$ cat src/rtl/gpio_pin_filter_if.sv
// Pin-conditioning bus between the GPIO pads/prescaler side and the pin filter.
// The master drives raw pads and filter controls; the slave returns filtered pins.
interface gpio_pin_filter_if #(
    parameter int WIDTH = 16,
    parameter int CNT_W = 4
);
    logic [WIDTH-1:0] pin_in;
    logic [WIDTH-1:0] filt_en;
    logic [CNT_W-1:0] filt_len;
    logic             sample_tick;
    logic [WIDTH-1:0] pin_filt;
    logic [WIDTH-1:0] filt_change;

    modport master (
        output pin_in,
        output filt_en,
        output filt_len,
        output sample_tick,
        input  pin_filt,
        input  filt_change
    );

    modport slave (
        input  pin_in,
        input  filt_en,
        input  filt_len,
        input  sample_tick,
        output pin_filt,
        output filt_change
    );
endinterface

$ cat src/rtl/gpio_pin_filter.sv
// Per-pin two-flop synchroniser followed by a tick-sampled glitch filter.
// A change is accepted after filt_len+1 consecutive differing samples.
module gpio_pin_filter #(
    parameter int WIDTH = 16,
    parameter int CNT_W = 4
) (
    input logic              pclk,
    input logic              n_reset,
    gpio_pin_filter_if.slave bus
);

    logic [WIDTH-1:0] s1_q;
    logic [WIDTH-1:0] s2_q;
    logic [WIDTH-1:0] filt_q;
    logic [WIDTH-1:0] filt_d;
    logic [WIDTH-1:0] chg_q;
    logic [WIDTH-1:0] chg_d;
    logic [CNT_W-1:0] cnt_q [WIDTH];
    logic [CNT_W-1:0] cnt_d [WIDTH];

    always_comb begin
        filt_d = filt_q;
        chg_d  = '0;
        for (int i = 0; i < WIDTH; i++) begin
            cnt_d[i] = cnt_q[i];
            if (!bus.filt_en[i]) begin
                filt_d[i] = s2_q[i];
                cnt_d[i]  = '0;
                chg_d[i]  = s2_q[i] ^ filt_q[i];
            end else if (bus.sample_tick) begin
                if (s2_q[i] == filt_q[i]) begin
                    cnt_d[i] = '0;
                // >= keeps a shortened filt_len from stranding a counter above it
                end else if (cnt_q[i] >= bus.filt_len) begin
                    filt_d[i] = s2_q[i];
                    cnt_d[i]  = '0;
                    chg_d[i]  = 1'b1;
                end else begin
                    cnt_d[i] = cnt_q[i] + CNT_W'(1);
                end
            end
        end
    end

    always_ff @(posedge pclk or negedge n_reset) begin
        if (!n_reset) begin
            s1_q   <= '0;
            s2_q   <= '0;
            filt_q <= '0;
            chg_q  <= '0;
            for (int i = 0; i < WIDTH; i++) begin
                cnt_q[i] <= '0;
            end
        end else begin
            s1_q   <= bus.pin_in;
            s2_q   <= s1_q;
            filt_q <= filt_d;
            chg_q  <= chg_d;
            cnt_q  <= cnt_d;
        end
    end

    assign bus.pin_filt    = filt_q;
    assign bus.filt_change = chg_q;

endmodule

$ cat src/flat_wrapper.sv
// flat-port wrapper written by rule: the top's interface ports become plain ports
module gpio_pin_filter_flat 
#(
    parameter int WIDTH = 16,
    parameter int CNT_W = 4
)
  (pclk, n_reset, bus_pin_in, bus_filt_en, bus_filt_len, bus_sample_tick, bus_pin_filt, bus_filt_change);
  gpio_pin_filter_if #(.WIDTH(WIDTH), .CNT_W(CNT_W)) bus_i ();
  input logic pclk;
  input logic n_reset;
  input wire logic [$bits(bus_i.pin_in)-1:0] bus_pin_in;
  input wire logic [$bits(bus_i.filt_en)-1:0] bus_filt_en;
  input wire logic [$bits(bus_i.filt_len)-1:0] bus_filt_len;
  input wire logic [$bits(bus_i.sample_tick)-1:0] bus_sample_tick;
  output wire logic [$bits(bus_i.pin_filt)-1:0] bus_pin_filt;
  output wire logic [$bits(bus_i.filt_change)-1:0] bus_filt_change;
  assign bus_i.pin_in = bus_pin_in;
  assign bus_i.filt_en = bus_filt_en;
  assign bus_i.filt_len = bus_filt_len;
  assign bus_i.sample_tick = bus_sample_tick;
  assign bus_pin_filt = bus_i.pin_filt;
  assign bus_filt_change = bus_i.filt_change;
  gpio_pin_filter #(.WIDTH(WIDTH), .CNT_W(CNT_W)) u_core (.pclk(pclk), .n_reset(n_reset), .bus(bus_i));
endmodule
$ cat config.mk
export PLATFORM = sky130hd
export DESIGN_NAME = gpio_pin_filter_flat
export DESIGN_NICKNAME = d
export VERILOG_FILES = /design/src/rtl/gpio_pin_filter_if.sv /design/src/rtl/gpio_pin_filter.sv /design/src/flat_wrapper.sv
export SDC_FILE = /design/constraint.sdc
export NUM_CORES = 1
export LEC_CHECK = 0
export ABC_AREA = 1
export BUFFER_PORTS_ARGS = -buffer_cell sky130_fd_sc_hd__buf_2
export CORE_MARGIN = 2
export CORE_UTILIZATION = 50
export DETAILED_ROUTE_END_ITERATION = 6
export HOLD_SLACK_MARGIN = 0.1
export PLACE_DENSITY = 0.72
export SYNTH_ARGS = -nofsm -noshare
export SYNTH_HDL_FRONTEND = slang
export SYNTH_SLANG_ARGS = --single-unit
$ cat constraint.sdc
create_clock -name pclk -period 1.3 [get_ports pclk]
set_input_delay 0.065 -clock pclk [delete_from_list [all_inputs] [get_ports pclk]]
set_output_delay 0.065 -clock pclk [all_outputs]
set_load 0.005 [all_outputs]
After elaboration in Yosys (flattened, before gate mapping)
Index checks and enable logic that the tools add are counted.
- register bits after elaboration: 128
- latch bits: 0
- bits in writable memories: 0
- ROM bits: 0
- input port bits: 39
- output and inout bits: 32
- logic and storage cells: 355
- memories: 0
- add/sub/neg operators: 16
- multiply operators: 0
- div/mod/pow operators: 0
- order comparisons: 16
- eq/ne operators: 64
- shift-type cells: 0
- muxes and demuxes: 192
- bitwise logic cells: 16
- reductions and logical operators: 16
- operator list (kind ; number):
    4-bit two-way mux ; 64
    1-bit two-way mux ; 128
    4-bit by 1-bit adder with 4-bit output (second input constant) ; 16
    4-bit greater-or-equal comparator ; 16
    2-bit by 1-bit inequality test with 1-bit output (second input constant) ; 32
    3-bit AND reduction ; 16
    2-bit inequality test (second input constant) ; 16
    1-bit equality test ; 16
    1-bit bitwise XOR ; 16

Logic depth before layout (Yosys ltp)
- depth in word-level cells: 5
- gate-level depth with buffers: 11

Worst setup path before layout
Ideal clock, no wire load.
- kind: input port to flip-flop
- start: input port bus_filt_len[3]
- end: register u_core.filt_q[6], in the netlist u_core.bus.pin_filt[6]
- setup time: 0.113 ns
- data arrival time: 1.240 ns
- data required time: 1.187 ns
- path slack: -0.053 ns
- stages on the path: 10
- path through: inv_1 > ha_1 > nand2_1 > inv_1 > nand2_1 > nand4_1 > nand2_1 > nand2_1 > nand2_1 > inv_1
- cells in the longest elaborated chain, start to end: 3
- ends and longest elaborated chain (item ; RTL line ; RTL):
    start, declared ; flat_wrapper.sv:13 ; input wire logic [$bits(bus_i.filt_len)-1:0] bus_filt_len;
    4-bit greater-or-equal comparator ; gpio_pin_filter.sv:34 ; end else if (cnt_q[i] >= bus.filt_len) begin
    2-bit by 1-bit inequality test with 1-bit output (no source line) ; n/a ;
    3-bit AND reduction (no source line) ; n/a ;
    end signal, assigned ; gpio_pin_filter.sv:57 ; filt_q <= filt_d;
    end, declared ; gpio_pin_filter.sv:14 ; logic [WIDTH-1:0] filt_q;
No other way between the ends.
A chain may end at the register's enable or synchronous reset.

Final worst setup path
- start: register u_core.cnt_q[63] (netlist name)
- end: register u_core.cnt_q[62] (netlist name)
- cells in the longest elaborated chain, start to end: 5
- ends and longest elaborated chain (item ; RTL line ; RTL):
    start, declared ; gpio_pin_filter.sv:18 ; logic [CNT_W-1:0] cnt_q [WIDTH];
    start signal, assigned ; gpio_pin_filter.sv:59 ; cnt_q <= cnt_d;
    4-bit greater-or-equal comparator ; gpio_pin_filter.sv:34 ;
    4-bit two-way mux ; gpio_pin_filter.sv:34 ;
    4-bit two-way mux ; gpio_pin_filter.sv:31 ; if (s2_q[i] == filt_q[i]) begin
    4-bit two-way mux ; gpio_pin_filter.sv:30 ; end else if (bus.sample_tick) begin
    4-bit two-way mux ; gpio_pin_filter.sv:26 ; if (!bus.filt_en[i]) begin
No other way between the ends. The select of a mux whose other input is x is not followed.

==> metrics.csv <==
metric,value,unit
GRT overflow,0,
Util after Layout,79.4,%
Synthesized Nets,1018,
Antenna diodes,0,
asr flop ratio synth,100,%
largest net degree at the start of global routing,40,
Starting DRT DRC Count,316,
CP Launch Type,register,
Fmax,663,MHz
Final min period,1.51,ns
top-count cell post-synth,nand2_1,
Die X,124,µm
RSZ-0062 raised after global routing,true,
crit path kind,register to register,
DP HPWL,10.7,mm
IO buf count,70,
Post-synth top flop,dfrtp_1,
GRT Util Overall,23.8,%
"area leader, netlist",dfrtp_1,
FF/Latch Area,3200,µm²
initial antenna violation count,0,
"Distinct cells, synth",18,
Worst Reg-to-Reg Cells,6,
via/cell ratio,4.95,
Gate Count Post-Synth,899,
Max Cap Viol,0,
Total Neg Setup Slack,-8.47,ns
max-slew violation count,0,
Yosys top cell area share,44.4,%
vias in the first global route,6591,
H-tree levels,4,
Max-slew headroom,62.1,%
# IOs,71,
final setup fails,89,
syn_area_per_cell,8.02,µm²
worst-path fanout max,4,
vias,6780,
Post-Syn Area,7210,µm²
clk buf depth,2,
Layout Nets,1297,
element type at the critical path end,register,
GP Congestion,0.786,
Hold Path Stages,5,
CP required,1.68,ns
pwr dens,1140,nW/µm²
Synth area leaders,"dfrtp_1, nand2_1, ha_1",
Ys Warns,0,
First-pass DRT Iterations,7,
fin crit share,116,%
row cnt,43,
worst-skew pair later-pin latency,0.44,ns
"FF+latch count, synth",128,
# fillers,847,
Post-synth EDFFs,0,
WL per Instance,14.4,µm
slack of the critical path,-0.208,ns
Clock Skew,0.00597,ns
clk slew on worst S/H paths,0.06,ns
share of cells above drive strength 1,40.1,%
final hold vios,0,
"Seq/Total Area, Yosys",44.4,%
Core Area,14000,µm²
failing checks,setup timing,
area delta synth->final,54.1,%
crit path DAT,1.88,ns
multi-input logic area,4440,µm²
Pleak,0.00615,µW
outcome,finished with violations,
commonest cells in the netlist,"nand2_1, inv_1, dfrtp_1, ha_1, nand3_1",
Hold WC Path Type,input port to register,
Worst Tran Pin Value,0.568,ns
# DRC,0,
maximum vdd drop,1.05,mV
starting density of the core,51.5,%
"antenna viol nets, final",0,
die height,124,µm
clk sinks,128,
routed wire length,19.7,mm
Root Buffer Master,clkbuf_16,
Num CTS Buffers,17,
Die ar.,15400,µm²
first-pass GRT wire length,28.6,mm
CTS tree,done,
[repair_timing]
action                     4_1_cts  5_1_grt
pin swaps                       64      108
setup buffers                   31       22
hold buffers                    33        0
resized for setup               78      139
setup endpoints to repair       84       96
hold endpoints to repair       217        0
[metal layers]
layer / vias up / wire [µm] / track usage, %
met4: 0 / 392 / 8.08
met5: - / 0 / 0
met2: 151 / 10300 / 41.3
met1: 3255 / 8270 / 28.8
met3: 44 / 761 / 5.82
li1: 3330 / - / -
[critical path, cell delays in order, from the launching register on]
cell	delay [ns]
dfrtp_1	0.41
ha_4	0.23
a21oi_1	0.21
nand4_1	0.25
nor2_2	0.21
nand2_1	0.08
nand2_1	0.07
[layout make-up]
class,count,area share [%]
inverter,163,5.57
tap,180,2.03
clock inverter,12,1.49
multi-input combinational,606,40.0
sequential,128,28.8
clock buffer,20,4.02
timing repair buffer,262,18.1
[power breakdown]
group | switching, µW | internal (µW) | total (µW)
Sequential | 222 | 4310 | 4530
Combinational | 1650 | 1470 | 3120
Clock | 1790 | 3230 | 5020
Total | 3660 | 9000 | 12700
[layout by cell type, fill, tap and decap left out, drive strengths merged]
| cell type | instances |
|---|---|
| ha | 80 |
| dlygate4sd3 | 33 |
| dfrtp | 128 |
| xnor2 | 9 |
| o21ai | 15 |
| buf | 228 |
| o22ai | 9 |
| nor2 | 35 |
| or2 | 7 |
| bufinv | 4 |
| nand4 | 9 |
| nor3 | 2 |
| nand2 | 347 |
| clkbuf | 21 |
| inv | 161 |
| clkinvlp | 4 |
| clkinv | 6 |
| xor2 | 30 |
| nand3 | 40 |
| a21oi | 23 |
[worst paths after layout]
| check | startpoint | slack (ns) | to |
|---|---|---|---|
| max reg2reg | u_core.cnt_q[63] | -0.21 | u_core.cnt_q[62] |
| max | u_core.cnt_q[63] | -0.21 | u_core.cnt_q[62] |
| max in group asynchronous | n_reset | 0.64 | u_core.cnt_q[26] |
| min reg2reg | u_core.s1_q[4] | 0.35 | u_core.s2_q[4] |
| min in group asynchronous | n_reset | 0.11 | u_core.cnt_q[15] |
| min | bus_sample_tick | 0.10 | u_core.cnt_q[46] |
[cells by family after synthesis]
| kind of cell | synth area share [%] |
|---|---|
| XOR/XNOR | 4.74 |
| AND/OR/NAND/NOR | 24.7 |
| adder cells (fa/ha/maj) | 13.9 |
| AO/OA/AOI/OAI | 3.42 |
| buffers and inverters | 8.80 |
| flip-flops | 44.4 |
[through the flow]
| stage | total power (µW) | area (µm²) | hold WS, ns | worst slack [ns] | cells |
|---|---|---|---|---|---|
| floorplan | 5740 | 7280 | -0.231 | -0.0380 | 899 |
| global placement | 6660 | 8720 | 0.00759 | -0.239 | 1253 |
| detailed placement | 6740 | 8720 | 0.00356 | -0.314 | 1253 |
| CTS | 12200 | 10400 | 0.103 | -0.154 | 1349 |
| global route | 13300 | 11100 | 0.118 | -0.323 | 1371 |
| finish | 12700 | 11100 | 0.104 | -0.208 | 1371 |
[state kept, by name (all words and copies together) (netlist names)]
| signal | cells |
|---|---|
| u_core.cnt_q | 64 |
| u_core.bus.filt_change | 16 |
| u_core.bus.pin_filt | 16 |
| u_core.s1_q | 16 |
| u_core.s2_q | 16 |
Note: power is estimated with default switching activity, not from simulation.
